### src/rtl/uart_rx.sv
// 8N1 UART receiver: 2-flop synchronizer, mid-bit sampling FSM and a one-entry holding
// register with valid/ready handshake, frame-error pulse and sticky overrun flag.
module uart_rx #(
    parameter int unsigned CLKS_PER_BIT = 868
) (
    input  logic       clk,
    input  logic       rst_n,
    input  logic       rx,
    input  logic       rx_ready,
    input  logic       overrun_clr,
    output logic [7:0] rx_data,
    output logic       rx_valid,
    output logic       frame_err,
    output logic       overrun,
    output logic       busy
);

    localparam logic [2:0] IDLE      = 3'd0;
    localparam logic [2:0] START     = 3'd1;
    localparam logic [2:0] DATA      = 3'd2;
    localparam logic [2:0] STOP      = 3'd3;
    localparam logic [2:0] WAIT_HIGH = 3'd4;

    localparam logic [15:0] HALF_TICK = 16'(CLKS_PER_BIT / 2 - 1);
    localparam logic [15:0] FULL_TICK = 16'(CLKS_PER_BIT - 1);

    logic        rx_meta_q, rx_s_q;
    logic [1:0]  sync_cnt_q, sync_cnt_d;
    logic        armed_q, armed_d;
    logic [2:0]  state_q, state_d;
    logic [15:0] timer_q, timer_d;
    logic [2:0]  idx_q, idx_d;
    logic [7:0]  shift_q, shift_d;
    logic [7:0]  data_q, data_d;
    logic        valid_q, valid_d;
    logic        frame_err_q, frame_err_d;
    logic        overrun_q, overrun_d;
    logic        good_frame;
    logic        load;

    // Starts are ignored until the synchronizer holds a real sample of a high line, so a
    // reset released mid-frame cannot lock onto a data bit.
    always_comb begin
        sync_cnt_d = (sync_cnt_q == 2'd2) ? sync_cnt_q : sync_cnt_q + 2'd1;
        armed_d    = armed_q | ((sync_cnt_q == 2'd2) & rx_s_q);
    end

    always_comb begin
        state_d     = state_q;
        timer_d     = timer_q;
        idx_d       = idx_q;
        shift_d     = shift_q;
        frame_err_d = 1'b0;
        good_frame  = 1'b0;
        unique case (state_q)
            IDLE: begin
                timer_d = '0;
                if (armed_q && !rx_s_q) begin
                    state_d = START;
                end
            end
            START: begin
                if (timer_q == HALF_TICK) begin
                    timer_d = '0;
                    idx_d   = '0;
                    state_d = rx_s_q ? IDLE : DATA;
                end else begin
                    timer_d = timer_q + 16'd1;
                end
            end
            DATA: begin
                if (timer_q == FULL_TICK) begin
                    timer_d         = '0;
                    shift_d[idx_q]  = rx_s_q;
                    if (idx_q == 3'd7) begin
                        state_d = STOP;
                    end else begin
                        idx_d = idx_q + 3'd1;
                    end
                end else begin
                    timer_d = timer_q + 16'd1;
                end
            end
            STOP: begin
                if (timer_q == FULL_TICK) begin
                    timer_d = '0;
                    if (rx_s_q) begin
                        good_frame = 1'b1;
                        state_d    = IDLE;
                    end else begin
                        frame_err_d = 1'b1;
                        state_d     = WAIT_HIGH;
                    end
                end else begin
                    timer_d = timer_q + 16'd1;
                end
            end
            WAIT_HIGH: begin
                if (rx_s_q) begin
                    state_d = IDLE;
                end
            end
            default: begin
                state_d = IDLE;
                timer_d = '0;
            end
        endcase
    end

    // A byte loads when the holding register is empty or being drained this same cycle.
    always_comb begin
        load      = good_frame & (~valid_q | rx_ready);
        data_d    = load ? shift_q : data_q;
        valid_d   = load ? 1'b1 : ((valid_q & rx_ready) ? 1'b0 : valid_q);
        overrun_d = (good_frame & valid_q & ~rx_ready) ? 1'b1 :
                    (overrun_clr ? 1'b0 : overrun_q);
    end

    always_ff @(posedge clk or negedge rst_n) begin
        if (!rst_n) begin
            rx_meta_q   <= 1'b1;
            rx_s_q      <= 1'b1;
            sync_cnt_q  <= 2'd0;
            armed_q     <= 1'b0;
            state_q     <= IDLE;
            timer_q     <= '0;
            idx_q       <= '0;
            shift_q     <= '0;
            data_q      <= 8'h00;
            valid_q     <= 1'b0;
            frame_err_q <= 1'b0;
            overrun_q   <= 1'b0;
        end else begin
            rx_meta_q   <= rx;
            rx_s_q      <= rx_meta_q;
            sync_cnt_q  <= sync_cnt_d;
            armed_q     <= armed_d;
            state_q     <= state_d;
            timer_q     <= timer_d;
            idx_q       <= idx_d;
            shift_q     <= shift_d;
            data_q      <= data_d;
            valid_q     <= valid_d;
            frame_err_q <= frame_err_d;
            overrun_q   <= overrun_d;
        end
    end

    assign rx_data   = data_q;
    assign rx_valid  = valid_q;
    assign frame_err = frame_err_q;
    assign overrun   = overrun_q;
    assign busy      = (state_q != IDLE);

endmodule

### config.mk
export PLATFORM = sky130hd
export DESIGN_NAME = uart_rx
export DESIGN_NICKNAME = d
export VERILOG_FILES = /design/src/rtl/uart_rx.sv
export SDC_FILE = /design/constraint.sdc
export NUM_CORES = 1
export LEC_CHECK = 0
export BUFFER_PORTS_ARGS = -buffer_cell sky130_fd_sc_hd__buf_2
export CORE_MARGIN = 5
export CORE_UTILIZATION = 40
export DETAILED_ROUTE_END_ITERATION = 10
export GPL_ROUTABILITY_DRIVEN = 0
export PLACE_DENSITY_LB_ADDON = 0.2
export SLEW_MARGIN = 20
export SYNTH_ARGS = -nofsm -noshare
export SYNTH_HDL_FRONTEND = slang
export SYNTH_SLANG_ARGS = --single-unit
### constraint.sdc
create_clock -name clk -period 3.8 [get_ports clk]
set_input_delay 0 -clock clk [delete_from_list [all_inputs] [get_ports clk]]
set_output_delay 0 -clock clk [all_outputs]
set_load 0.02 [all_outputs]
Word-level counts from Yosys, hierarchy flattened
Index checks and enable logic that the tools add are counted.
- $add $sub $neg: 3
- divide/modulo/power cells: 0
- reductions and logical operators: 12
- shifts and indexed selects: 0
- bitwise operators: 9
- order comparisons: 2
- multipliers: 0
- equal/unequal tests: 15
- mux-type cells: 29
- operators with widths (kind ; number):
    16-bit one-hot mux with 3 select lines ; 1
    16-bit two-way mux ; 2
    3-bit two-way mux ; 10
    16-bit by 1-bit adder with 16-bit output, second input constant ; 1
    16-bit by 10-bit equality test with 1-bit output, second input constant ; 1
    16-bit by 9-bit equality test with 1-bit output, second input constant ; 1
    3-bit one-hot mux with 5 select lines ; 1
    2-bit inequality test, second input constant ; 7
    1-bit two-way mux ; 11
    8-bit bitwise mux ; 1
    3-bit by 2-bit equality test with 1-bit output, second input constant ; 2
    3-bit equality test, second input constant ; 2
    3-bit one-hot mux with 2 select lines ; 1
    6-bit AND reduction ; 1
    2-bit nonzero test ; 3
    1-bit bitwise AND ; 5
    3-bit by 4-bit less-than comparator with 1-bit output, second input constant ; 1
    4-bit AND reduction ; 1
    3-bit by 1-bit adder with 3-bit output, second input constant ; 1
    1-bit demux with 3-bit select ; 1
    3-bit by 1-bit equality test with 1-bit output, second input constant ; 1
    3-bit by 1-bit greater-or-equal comparator with 1-bit output, second input constant ; 1
    3-bit logical NOT ; 1
    3-bit nonzero test ; 1
    other kinds (9) ; 12
- word-level logic and storage cells: 82
- RAM bits: 0
- bits in latches: 0
- memory bits (read-only): 0
- memories: 0
- flip-flop bits (word level): 46

Longest topological paths before layout
Gate-level depths: netlist of run 1.
- word-level depth: 6
- gate-level depth with buffers: 8
- mapped depth without buffers: 7

Least setup slack after synthesis of run 1
Ideal clock, no wire load.
- kind: reg-to-reg
- start point: reg timer_q[0]
- end point: reg shift_q[3]
- period minus slack after synthesis: 2298 ps
- data arrival time: 2173 ps
- setup time: 125 ps
- required time: 3675 ps
- cell stages (with the launch flop): 6
- slack: 1502 ps
- cell sequence: dfrtp_1 -> ha_1 -> or3b_2 -> or4_4 -> nor4_1 -> mux2_2
- cells in the longest elaborated chain, start to end: 2
- ends and longest elaborated chain (what ; RTL line ; source):
    from (decl) ; 31 ; logic [15:0] timer_q, timer_d;
    from (signal assigned) ; 139 ; timer_q <= timer_d;
    16-bit by 10-bit equality test with 1-bit output ; 72 ; if (timer_q == FULL_TICK) begin
    2-bit AND reduction (no source line) ; -- ;
    to (signal assigned) ; 141 ; shift_q <= shift_d;
    to (decl) ; 33 ; logic [7:0] shift_q, shift_d;
No other way between the ends.
A chain may end at the register's enable or synchronous reset.

Worst setup path after layout of run 1
- start point: reg timer_q[0]
- end point: reg data_q[3], in the netlist rx_data[3]
- cells in the longest elaborated chain, start to end: 4
- ends and longest elaborated chain (what ; RTL line ; source):
    16-bit by 10-bit equality test with 1-bit output ; 85 ; if (timer_q == FULL_TICK) begin
    1-bit two-way mux ; 85 ;
    1-bit two-way mux ; 55 ; unique case (state_q)
    1-bit bitwise AND ; 112 ; load = good_frame & (~valid_q | rx_ready);
    to (signal assigned) ; 142 ; data_q <= data_d;
    to (decl) ; 34 ; logic [7:0] data_q, data_d;
No other way between the ends.

==> load_flow_metrics.sql, run 1 <==
INSERT INTO impl_metrics (metric_group, metric, value, unit) VALUES
('grt', 'initial_antenna_violation_count', '0', ''),
('placement', 'buffers_added_on_ports', '16', ''),
('floorplanning', 'die_area', '0.00745', 'mm^2'),
('grt', 'gr-total-overflow', '0', ''),
('sta', 'worst_slack', '0.848', 'ns'),
('pwr', 'total_power', '1.18', 'mW'),
('pwr', 'p_leak', '1.16', 'nW'),
('sta', 'timing_max_transition_violations_final', '0', ''),
('worst_setup_path', 'worst-setup-path-type', 'flip-flop to flip-flop', ''),
('worst_setup_path', 'worstPathRequired', '3.99', 'ns'),
('worst_setup_path', 'crit_path_max_fanout', '8', ''),
('logic_synthesis', 'synth_flop_cell', 'sky130_fd_sc_hd__dfrtp_1', ''),
('pwr', 'power.combinational.fraction', '26.7', '%'),
('clocking', 'cts_inserted_buffers', '5', ''),
('floorplanning', 'die_width', '86.3', 'um'),
('worst_setup_path', 'timing.reg2reg.setup_slack', '0.85', 'ns'),
('finish', 'antennaDiodeCount', '0', ''),
('finish', 'finish.net_count', '244', ''),
('worst_setup_path', 'timing.critical_path.from', 'timer_q[0]', ''),
('route', 'routed_wl', '4380', 'um'),
('logic_synthesis', 'synth_top_cell_area_share', '47.3', '%'),
('finish', 'area_growth_syn_to_layout', '10.6', '%'),
('route', 'initialDrtViolationCount', '113', ''),
('logic_synthesis', 'synth_area_leader_cell', 'sky130_fd_sc_hd__dfrtp_1', ''),
('clocking', 'insertion_delay', '0.30', 'ns'),
('clocking', 'ctsResizeCount', '0', ''),
('sta', 'finalCriticalPeriod', '2.95', 'ns'),
('pwr', 'p_sw_share', '35.1', '%'),
('worst_setup_path', 'max_incr_delay_on_cp', '0.63', 'ns'),
('sta', 'slew-limit-headroom', '47.7', '%'),
('route', 'route.detailed.drc', '0', ''),
('route', 'first_pass_iters', '4', ''),
('placement', 'detailedPlace.worstSlack', '0.842', 'ns'),
('grt', 'gr-usage-all-layers', '13.5', '%'),
('pwr', 'power_dens_cells', '458', 'mW/mm^2'),
('logic_synthesis', 'postSynthCellCount', '217', ''),
('logic_synthesis', 'seq_area_frac_synth', '49.5', '%'),
('logic_synthesis', 'yosysMostFrequentCell', 'sky130_fd_sc_hd__dfrtp_1', ''),
('worst_setup_path', 'critical_path.cell_chain', 'ha_1, or3b_2, nor4_4, nand4_2, nor2b_1, mux2_1', ''),
('clocking', 'tritoncts_clock_tree', 'done', ''),
('worst_setup_path', 'worst-r2r-cell-count', '6', ''),
('floorplanning', 'core_area', '0.00557', 'mm^2'),
('clocking', 'cts.sink_count', '46', ''),
('sta', 'final.setup.tns', '0', 'ns'),
('sta', 'timing.final.hold_violations', '0', ''),
('clocking', 'clock_path_buffers', '2', ''),
('worst_hold_path', 'hold_path.class', 'primary input to asynchronous set/reset pin', ''),
('worst_setup_path', 'critical_path_cell_count', '6', ''),
('grt', 'grt_pass1_vias', '1605', ''),
('floorplanning', 'die_height', '86.3', 'um'),
('logic_synthesis', 'asyncSetResetFlopFracSynth', '100', '%'),
('pwr', 'p_int', '0.766', 'mW'),
('clocking', 'clockRootBuffer', 'sky130_fd_sc_hd__clkbuf_8', ''),
('worst_setup_path', 'worst_path_dominant_cell_family', 'simple AND/OR/NAND/NOR gates', ''),
('grt', 'grt-busiest-layer', 'met2', ''),
('route', 'drt-vias-per-instance', '5.41', ''),
('worst_setup_path', 'crit-reg2reg-capture', 'rx_data[3]', ''),
('logic_synthesis', 'synthesis.nets', '227', ''),
('worst_setup_path', 'critical_path.slowest_cell', 'sky130_fd_sc_hd__nor2b_1', ''),
('sta', 'fmax', '339', 'MHz'),
('sta', 'setup_repair_after_global_routing_missed_its_margin', 'no', ''),
('route', 'route.antenna.remaining_nets', '0', ''),
('floorplanning', 'number_of_primary_i_o_pins', '17', ''),
('finish', 'fraction_of_final_layout_cells_with_drive_strength_greater_than_1', '20.0', '%'),
('sta', 'final.hold.worst_slack', '0.223', 'ns'),
('grt', 'grt_first_pass_wirelength', '7970', 'um'),
('pwr', 'ir_drop', '212', 'uV'),
('worst_setup_path', 'crit_arrival', '3.15', 'ns'),
('run_status', 'status', 'complete, no violations', ''),
('grt', 'globalRouteMet2Util', '20.5', '%'),
('placement', 'dpl.hpwl', '3050', 'um');
[through the flow]
stage,instances,instance area (um^2),utilization (%)
finish,307,2570,46.2
global route,307,2570,46.2
CTS,307,2560,45.9
detailed placement,295,2430,43.6
global placement,295,2430,43.6
floorplan,217,2330,-
[cell families (layout without fill, tap and decap cells)]
group                    Yosys count  in the layout  synth area share, %
AND/OR/NAND/NOR                   83             83                 21.5
flip-flops                        46             46                 49.5
buffers and inverters             19             37                 4.67
multiplexers                      17             17                 8.38
AO/OA/AOI/OAI                     46             46                 12.8
adder cells (fa/ha/maj)            5              5                 2.69
XOR/XNOR                           1              1                0.376
[worst min path at each step]
| stage | slack, ns | startpoint | endpoint | cells past startpoint |
|---|---|---|---|---|
| global placement | 0.11 | rx | rx_meta_q | 1 |
| finish | 0.22 | rst_n | timer_q[13] | 2 |
| floorplan | -0.30 | rst_n | armed_q | 0 |
| detailed placement | 0.11 | rx | rx_meta_q | 1 |
| CTS | 0.33 | rx | rx_meta_q | 2 |
| global route | 0.30 | rst_n | timer_q[1] | 2 |
[timing repair]
action / 4_1_cts / 5_1_grt
endpoints found under the hold margin: 47 / 0
buffers inserted: 0 / 0
hold buffers: 4 / 0
[metal layers]
| metal | wire length, um | vias to the layer above |
|---|---|---|
| li1 | - | 830 |
| met1 | 2220 | 805 |
| met2 | 1930 | 20 |
| met3 | 178 | 5 |
| met4 | 58 | 0 |
| met5 | 0 | - |
[sequential cells by signal, indices dropped and copies added (netlist names)]
register	flops
sync_cnt_q	2
idx_q	3
shift_q	8
overrun	1
rx_meta_q	1
state_q	3
frame_err	1
rx_valid	1
rx_s_q	1
timer_q	16
armed_q	1
rx_data	8
[power by group through the flow]
stage,Combinational [mW],Sequential [mW],Clock (mW)
after floorplan,0.273,0.553,0
after global placement,0.299,0.571,0
after CTS,0.310,0.563,0.310
after detailed placement,0.306,0.572,0
after global routing,0.354,0.574,0.338
final,0.315,0.565,0.300
[worst reg2reg max path: stages, from the launching register on]
cell	delay, ns
sky130_fd_sc_hd__dfrtp_1	0.43
sky130_fd_sc_hd__ha_1	0.23
sky130_fd_sc_hd__or3b_2	0.51
sky130_fd_sc_hd__nor4_4	0.47
sky130_fd_sc_hd__nand4_2	0.19
sky130_fd_sc_hd__nor2b_1	0.63
sky130_fd_sc_hd__mux2_1	0.38
[cell type report]
type                    count  area [um^2]  share of cell area, %
clock buffers               5         68.8                   2.67
clock inverters             3         21.3                  0.826
multi-input cells         152         1080                   42.1
well taps                  72         90.1                   3.50
flip-flops and latches     46         1150                   44.8
inverters                   9         33.8                   1.31
repair buffers             20          123                   4.76
[cell usage in the layout (no fill, tap or decap), types with 2 or more instances in the layout]
cell type / instances
sky130_fd_sc_hd__dfrtp_1: 44
sky130_fd_sc_hd__nand2_1: 24
sky130_fd_sc_hd__o21ai_0: 15
sky130_fd_sc_hd__buf_2: 15
sky130_fd_sc_hd__nand3_1: 14
sky130_fd_sc_hd__mux2_1: 11
sky130_fd_sc_hd__a31oi_1: 10
sky130_fd_sc_hd__inv_1: 9
sky130_fd_sc_hd__nor2_1: 9
sky130_fd_sc_hd__a21o_1: 5
sky130_fd_sc_hd__nor3_1: 5
sky130_fd_sc_hd__mux2_2: 5
sky130_fd_sc_hd__ha_1: 5
sky130_fd_sc_hd__clkbuf_8: 5
sky130_fd_sc_hd__nand4_1: 4
sky130_fd_sc_hd__nor4_1: 4
sky130_fd_sc_hd__a21oi_1: 4
sky130_fd_sc_hd__dlygate4sd3_1: 4
sky130_fd_sc_hd__or4_4: 3
sky130_fd_sc_hd__nand2b_1: 3
sky130_fd_sc_hd__nor2b_1: 2
sky130_fd_sc_hd__o22ai_1: 2
sky130_fd_sc_hd__and2_1: 2
sky130_fd_sc_hd__or3_2: 2
sky130_fd_sc_hd__a41oi_1: 2
sky130_fd_sc_hd__dfstp_2: 2
Power figures use the tool's default switching activity.
==> run 2: changes to the inputs <==
Settings changed: ABC_AREA from default to 1.
Clock period 3.8 ns to 2.6 ns, I/O delays scaled along.
==> load_flow_metrics.sql, run 2 <==
INSERT INTO impl_metrics (metric_group, metric, value, unit) VALUES
('pwr', 'p_int', '1.16', 'mW'),
('sta', 'final.hold.worst_slack', '0.235', 'ns'),
('route', 'num_vias', '2201', ''),
('clocking', 'cts-htree-levels', '2', ''),
('floorplanning', 'die_height', '90.9', 'um'),
('sta', 'timing_worst_slew_pin_value', '0.583', 'ns'),
('grt', 'gr-total-overflow', '0', ''),
('floorplanning', 'core_area', '0.00635', 'mm^2'),
('worst_setup_path', 'worst-r2r-cell-count', '8', ''),
('route', 'initialDrtViolationCount', '131', ''),
('worst_setup_path', 'critical_path.slowest_cell', 'sky130_fd_sc_hd__dfrtp_1', ''),
('floorplanning', 'number_of_primary_i_o_pins', '17', ''),
('placement', 'buffers_added_on_ports', '16', ''),
('run_status', 'status', 'complete, no violations', ''),
('clocking', 'clock_path_buffers', '2', ''),
('clocking', 'insertion_delay', '0.30', 'ns'),
('worst_setup_path', 'critical_path.cell_chain', 'ha_1, nand2_1, nor2_4, nand2_4, nand2_4, nand2_4, nor2_8, nor2_2', ''),
('sta', 'slew-limit-headroom', '61.1', '%'),
('clocking', 'post-cts-setup-buffers', '0', ''),
('worst_setup_path', 'critical_path.startpoint_type', 'flip-flop', ''),
('finish', 'seqCellArea', '0.00115', 'mm^2'),
('logic_synthesis', 'synth_top_family_by_area', 'simple AND/OR/NAND/NOR gates', ''),
('pwr', 'switchingPower', '0.694', 'mW'),
('sta', 'setup_viol_count_final', '0', ''),
('placement', 'dpl.hpwl', '4140', 'um'),
('finish', 'final_cell_mix', '101 x sky130_fd_sc_hd__nand2_1, 44 x sky130_fd_sc_hd__dfrtp_1, 39 x sky130_fd_sc_hd__nor2_1, 27 x sky130_fd_sc_hd__inv_1, 27 x sky130_fd_sc_hd__nand3_1', ''),
('worst_hold_path', 'hold_path.class', 'primary input to asynchronous set/reset pin', ''),
('sta', 'timing_max_transition_violations_final', '0', ''),
('floorplanning', 'die_area', '0.00826', 'mm^2'),
('floorplanning', 'rows', '29', ''),
('sta', 'finalCriticalPeriod', '1.74', 'ns'),
('route', 'drt-vias-per-instance', '5.04', ''),
('clocking', 'clock_transition_time_at_the_flip_flop_clock_pins_of_the_worst_setup_and_hold_paths', '0.09', 'ns'),
('clocking', 'cts.sink_count', '46', ''),
('logic_synthesis', 'synth_edf_count', '0', ''),
('worst_setup_path', 'crit_arrival', '1.93', 'ns'),
('logic_synthesis', 'netlist-cell-type-count', '30', ''),
('run', 'cap_viol_max_count', '0', ''),
('logic_synthesis', 'synth_flop_cell', 'sky130_fd_sc_hd__dfrtp_1', ''),
('clocking', 'clockRootBuffer', 'sky130_fd_sc_hd__clkbuf_8', ''),
('logic_synthesis', 'seq_area_frac_synth', '44.1', '%'),
('finish', 'antennaDiodeCount', '0', ''),
('finish', 'multi_input_logic_area', '0.00132', 'mm^2'),
('logic_synthesis', 'synth_top_cell_area_share', '42.0', '%'),
('worst_setup_path', 'crit-reg2reg-capture', 'timer_q[3]', ''),
('logic_synthesis', 'register_bit_total_from_synthesis', '46', ''),
('worst_setup_path', 'timing.reg2reg.setup_slack', '0.86', 'ns'),
('grt', 'initial_antenna_violation_count', '0', ''),
('logic_synthesis', 'yosysMostFrequentCell', 'sky130_fd_sc_hd__nand2_1', ''),
('sta', 'setup_skew', '0.00930', 'ns'),
('worst_setup_path', 'max_incr_delay_on_cp', '0.47', 'ns'),
('floorplanning', 'die_width', '90.9', 'um'),
('grt', 'grt_pass1_vias', '2063', ''),
('pwr', 'power_dens_cells', '636', 'mW/mm^2'),
('worst_setup_path', 'worstReg2RegStart', 'timer_q[0]', ''),
('pwr', 'proportion_of_power_drawn_by_flip_flops_and_latches', '44.7', '%'),
('logic_synthesis', 'synth_compound_area_share', '3.87', '%'),
('worst_setup_path', 'worst-setup-path-type', 'flip-flop to flip-flop', ''),
('logic_synthesis', 'asyncSetResetFlopFracSynth', '100', '%'),
('worst_setup_path', 'crit_path_max_fanout', '10', ''),
('logic_synthesis', 'synth_area_per_cell', '7.77', 'um^2'),
('worst_setup_path', 'worstPathRequired', '2.79', 'ns'),
('sta', 'fmax', '576', 'MHz'),
('finish', 'layout.cells.most_common', 'sky130_fd_sc_hd__nand2_1', ''),
('logic_synthesis', 'synth.area.mux_share', '0', '%'),
('worst_setup_path', 'critical_path.most_common_cell', 'sky130_fd_sc_hd__nand2_4', ''),
('sta', 'setup_repair_after_global_routing_missed_its_margin', 'no', ''),
('logic_synthesis', 'synth-xor-area-share', '2.34', '%'),
('logic_synthesis', 'postSynthCellCount', '337', ''),
('logic_synthesis', 'post_synth_fa_ha_maj_area_fraction', '2.39', '%'),
('pwr', 'power.combinational.fraction', '28.8', '%'),
('route', 'route.antenna.remaining_nets', '0', ''),
('logic_synthesis', 'ys_warn_count', '0', ''),
('sta', 'timing.final.hold_violations', '0', ''),
('route', 'routed_wl', '5560', 'um'),
('logic_synthesis', 'synth.cells.most_frequent', '101 x sky130_fd_sc_hd__nand2_1, 44 x sky130_fd_sc_hd__dfrtp_1, 39 x sky130_fd_sc_hd__nor2_1, 27 x sky130_fd_sc_hd__inv_1, 27 x sky130_fd_sc_hd__nand3_1', ''),
('logic_synthesis', 'synth_area', '0.00262', 'mm^2'),
('logic_synthesis', 'ys_top_cells_by_area', 'sky130_fd_sc_hd__dfrtp_1 42%, sky130_fd_sc_hd__nand2_1 14%, sky130_fd_sc_hd__nand4_1 6.0%, sky130_fd_sc_hd__nor2_1 5.6%, sky130_fd_sc_hd__nand3_1 5.2%', ''),
('worst_setup_path', 'worst_path_dominant_cell_family', 'simple AND/OR/NAND/NOR gates', ''),
('worst_setup_path', 'timing.critical_path.to_type', 'flip-flop', ''),
('grt', 'grt_start_max_net_pins', '47', ''),
('logic_synthesis', 'synthesis.nets', '347', ''),
('logic_synthesis', 'synth_area_leader_cell', 'sky130_fd_sc_hd__dfrtp_1', ''),
('route', 'route.detailed.drc', '0', ''),
('pwr', 'ir_drop', '306', 'uV'),
('route', 'detail_route.wl_per_cell', '12.7', 'um'),
('route', 'first_pass_iters', '6', ''),
('pwr', 'p_leak', '1.41', 'nW'),
('pwr', 'clkPwrFrac', '26.4', '%'),
('sta', 'final.setup.tns', '0', 'ns'),
('sta', 'timing.final.crit_share', '66.8', '%'),
('clocking', 'ctsResizeCount', '0', ''),
('pwr', 'p_sw_share', '37.5', '%'),
('grt', 'gr-usage-all-layers', '13.9', '%'),
('floorplanning', 'starting_density_of_the_core', '41.2', '%'),
('finish', 'area_growth_syn_to_layout', '11.0', '%'),
('logic_synthesis', 'simple_gate_area_share_of_the_yosys_netlist', '41.9', '%'),
('finish', 'fraction_of_final_layout_cells_with_drive_strength_greater_than_1', '16.1', '%'),
('clocking', 'cts_inserted_buffers', '5', ''),
('finish', 'largest-register', 'timer_q', ''),
('finish', 'finish.net_count', '369', ''),
('clocking', 'tritoncts_clock_tree', 'done', ''),
('finish', 'fillCellCount', '628', ''),
('finish', 'largest_reg_flops', '16', ''),
('worst_setup_path', 'worst-path-buf-inv', '0', ''),
('grt', 'grt_first_pass_wirelength', '9670', 'um');
==> run 2: worst max path at each step <==
stage,endpoint,depth (start not counted),slack [ns],from
6_report,timer_q[3],8,0.86,timer_q[0]
2_1_floorplan,timer_q[4],9,1.09,timer_q[0]
5_1_grt,timer_q[4],8,0.74,timer_q[0]
3_5_place_dp,timer_q[3],8,0.86,timer_q[0]
4_1_cts,timer_q[3],8,0.86,timer_q[0]
3_3_place_gp,timer_q[4],8,0.95,timer_q[0]
==> run 2: worst register-to-register path, stage by stage, from the launching register on <==
cell                      delay, ns
sky130_fd_sc_hd__dfrtp_1       0.47
sky130_fd_sc_hd__ha_1          0.34
sky130_fd_sc_hd__nand2_1       0.14
sky130_fd_sc_hd__nor2_4        0.14
sky130_fd_sc_hd__nand2_4       0.10
sky130_fd_sc_hd__nand2_4       0.11
sky130_fd_sc_hd__nand2_4       0.11
sky130_fd_sc_hd__nor2_8        0.18
sky130_fd_sc_hd__nor2_2        0.06
==> run 2: cells by family (layout without fill, tap and decap cells) <==
kind of cell	Yosys count	after routing
simple gates	227	227
xor+xnor	7	7
flops	46	46
buf+inv	35	58
fa+ha+maj	5	5
compound gates	17	17
==> run 2: cell type report <==
type,instances,area share (%)
Inverter,31,4.04
Clock buffer,7,3.31
Sequential cell,46,39.7
Timing Repair Buffer,19,3.87
Clock inverter,1,0.301
Tap cell,77,3.31
Multi-Input combinational cell,256,45.5
==> run 2: power by group through the flow <==
stage	Combinational [mW]	Sequential, mW	Clock, mW
6_report	0.534	0.827	0.489
5_1_grt	0.602	0.836	0.528
4_1_cts	0.540	0.827	0.505
3_5_place_dp	0.534	0.841	0
3_3_place_gp	0.530	0.838	0
2_1_floorplan	0.420	0.825	0
==> run 2: per-stage QoR <==
stage	util, %	std cells	instance area (um^2)	setup slack (ns)	total power, mW
6_report	45.8	437	2910	0.863	1.85
5_1_grt	45.8	437	2910	0.736	1.97
4_1_cts	45.8	437	2910	0.862	1.87
3_5_place_dp	43.6	426	2770	0.864	1.37
3_3_place_gp	43.6	426	2770	0.946	1.37
2_1_floorplan	-	337	2620	1.09	1.24
==> run 2: timing repair <==
action | 4_1_cts | 5_1_grt
hold buffers | 3 | 0
setup endpoints to repair | 0 | 0
hold endpoints to repair | 46 | 0
==> run 2: per-layer routing <==
metal	global-route usage, %	part of all wire [%]	up-vias
met4	4.52	1.3	0
met3	2.75	4.5	8
li1	-	-	1144
met2	21.3	44	46
met5	0	0	-
met1	19.8	51	1003
==> run 3: changes to the inputs <==
Clock period 2.6 ns to 1.71 ns, I/O delays scaled along.
==> load_flow_metrics.sql, run 3 (synthesis results as in run 2) <==
INSERT INTO impl_metrics (metric_group, metric, value, unit) VALUES
('run_status', 'status', 'complete, no violations', ''),
('route', 'routed_wl', '5710', 'um'),
('floorplanning', 'number_of_primary_i_o_pins', '17', ''),
('route', 'initialDrtViolationCount', '99', ''),
('finish', 'antennaDiodeCount', '0', ''),
('sta', 'final.hold.worst_slack', '0.201', 'ns'),
('route', 'detail_route.wl_per_cell', '12.8', 'um'),
('sta', 'timing.final.hold_violations', '0', ''),
('grt', 'gr-total-overflow', '0', ''),
('clocking', 'cts-htree-levels', '2', ''),
('floorplanning', 'die_area', '0.00826', 'mm^2'),
('finish', 'final_cell_mix', '101 x sky130_fd_sc_hd__nand2_1, 44 x sky130_fd_sc_hd__dfrtp_1, 38 x sky130_fd_sc_hd__nor2_1, 27 x sky130_fd_sc_hd__inv_1, 27 x sky130_fd_sc_hd__nand3_1', ''),
('route', 'route.antenna.remaining_nets', '0', ''),
('finish', 'final_cells', '445', ''),
('worst_setup_path', 'worst-setup-path-type', 'flip-flop to flip-flop', ''),
('finish', 'postLayoutCoreUtil', '46.8', '%'),
('clocking', 'clockRootBuffer', 'sky130_fd_sc_hd__clkbuf_8', ''),
('floorplanning', 'rows', '29', ''),
('clocking', 'insertion_delay', '0.31', 'ns'),
('clocking', 'clock_transition_time_at_the_flip_flop_clock_pins_of_the_worst_setup_and_hold_paths', '0.09', 'ns'),
('placement', 'dpl.hpwl', '4350', 'um'),
('worst_setup_path', 'worstPathRequired', '1.91', 'ns'),
('sta', 'setup_skew', '0.00648', 'ns'),
('worst_setup_path', 'critical_path.startpoint_type', 'flip-flop', ''),
('worst_setup_path', 'crit_arrival', '1.82', 'ns'),
('sta', 'fmax', '615', 'MHz'),
('worst_hold_path', 'hold_path.class', 'primary input to asynchronous set/reset pin', ''),
('floorplanning', 'starting_density_of_the_core', '41.2', '%'),
('run', 'cap_viol_max_count', '0', ''),
('grt', 'grt_start_max_net_pins', '26', ''),
('sta', 'timing_max_transition_violations_final', '0', ''),
('grt', 'initial_antenna_violation_count', '0', ''),
('pwr', 'power_dens_cells', '955', 'mW/mm^2'),
('sta', 'finalCriticalPeriod', '1.63', 'ns'),
('placement', 'placed_cells_incl_taps', '434', ''),
('clocking', 'post-cts-setup-buffers', '0', ''),
('sta', 'timing.final.crit_share', '95.1', '%'),
('grt', 'grt_pass1_vias', '1994', ''),
('route', 'drt-vias-per-instance', '5.04', ''),
('sta', 'final.setup.tns', '0', 'ns'),
('finish', 'area_growth_syn_to_layout', '13.5', '%'),
('clocking', 'cts_inserted_buffers', '5', ''),
('worst_setup_path', 'timing.critical_path.to_type', 'flip-flop', ''),
('clocking', 'tritoncts_clock_tree', 'done', ''),
('finish', 'largest-register', 'timer_q', ''),
('finish', 'finish.net_count', '377', ''),
('finish', 'largest_reg_flops', '16', ''),
('grt', 'grt_first_pass_wirelength', '9750', 'um'),
('clocking', 'cts.sink_count', '46', ''),
('floorplanning', 'core_area', '0.00635', 'mm^2'),
('clocking', 'clock_path_buffers', '2', ''),
('sta', 'slew-limit-headroom', '64.8', '%'),
('route', 'route.detailed.drc', '0', ''),
('pwr', 'ir_drop', '468', 'uV'),
('sta', 'setup_viol_count_final', '0', ''),
('finish', 'layout.cells.most_common', 'sky130_fd_sc_hd__nand2_1', ''),
('sta', 'timing_worst_slew_pin_value', '0.528', 'ns'),
('finish', 'fraction_of_final_layout_cells_with_drive_strength_greater_than_1', '18.5', '%'),
('floorplanning', 'die_height', '90.9', 'um'),
('route', 'first_pass_iters', '5', ''),
('worst_setup_path', 'crit_path_max_fanout', '10', ''),
('floorplanning', 'die_width', '90.9', 'um'),
('pwr', 'p_leak', '1.44', 'nW'),
('sta', 'setup_repair_after_global_routing_missed_its_margin', 'no', ''),
('placement', 'buffers_added_on_ports', '16', ''),
('route', 'num_vias', '2242', ''),
('grt', 'gr-usage-all-layers', '14.3', '%');
## run 3: cell types whose count changed in the layout (fill, tap and decap cells not counted)
cell	previous run	this run
sky130_fd_sc_hd__clkinvlp_4	0	1
sky130_fd_sc_hd__ha_2	0	1
sky130_fd_sc_hd__clkbuf_8	7	5
sky130_fd_sc_hd__buf_4	1	7
sky130_fd_sc_hd__nor2_1	39	38
sky130_fd_sc_hd__inv_6	0	1
sky130_fd_sc_hd__nor2_2	13	14
sky130_fd_sc_hd__buf_2	15	16
sky130_fd_sc_hd__buf_12	0	1
sky130_fd_sc_hd__ha_1	5	4
## run 3: per-stage QoR
step	power [mW]	cell area, um^2	setup WS (ns)
floorplan	1.89	2620	0.201
global placement	2.13	2840	0.134
detailed placement	2.15	2840	0.0834
CTS	2.87	2970	0.0691
global route	3.02	2970	0.00610
finish	2.84	2970	0.0840
## run 3: what timing repair did
item,in CTS,in global routing
endpoints found under the setup margin,0,17
hold buffers,3,0
resized for setup,0,2
endpoints found under the hold margin,21,0
## run 3: final timing paths
| path | startpoint | end | slack (ns) | cells after the start |
|---|---|---|---|---|
| worst max-delay path | timer_q[12] | timer_q[7] | 0.08 | 8 |
| worst min-delay path | rst_n | timer_q[5] | 0.20 | 2 |
| worst max register to register | timer_q[12] | timer_q[7] | 0.08 | 8 |
| worst min register to register | rx_meta_q | rx_s_q | 0.36 | 0 |
| max in group asynchronous | rst_n | idx_q[0] | 1.00 | 3 |
| min in group clk | rx_ready | rx_valid | 0.22 | 4 |
## run 3: routing by layer
metal | GRT usage (%) | wire (um) | vias to the layer above
met5 | 0 | 0 | -
met4 | 4.77 | 94 | 0
met3 | 3.25 | 292 | 8
met2 | 20.6 | 2470 | 47
met1 | 21.3 | 2860 | 1029
li1 | - | - | 1158
## run 3: cell type report
class                      count  area, um^2
multi-input combinational    256        1330
timing repair buffer          27         183
inverter                      31         118
clock inverter                 3        25.0
tap                           77        96.3
clock buffer                   5        68.8
sequential                    46        1150
fill                         645        3380
## run 3: where the power goes
| group | total (mW) | switching, mW | internal (mW) |
|---|---|---|---|
| Sequential | 1.23 | 0.0791 | 1.16 |
| Clock | 0.702 | 0.407 | 0.296 |
| Combinational | 0.902 | 0.624 | 0.278 |
| Total | 2.84 | 1.11 | 1.73 |
## run 3: critical path, stage by stage, from the launching register on
cell                      delay, ns
sky130_fd_sc_hd__dfrtp_1       0.43
sky130_fd_sc_hd__nor2_1        0.20
sky130_fd_sc_hd__nand2_1       0.15
sky130_fd_sc_hd__nor2_2        0.17
sky130_fd_sc_hd__nand2_4       0.11
sky130_fd_sc_hd__nand2_4       0.10
sky130_fd_sc_hd__nand2_4       0.10
sky130_fd_sc_hd__nor2_8        0.19
sky130_fd_sc_hd__nor2_2        0.05
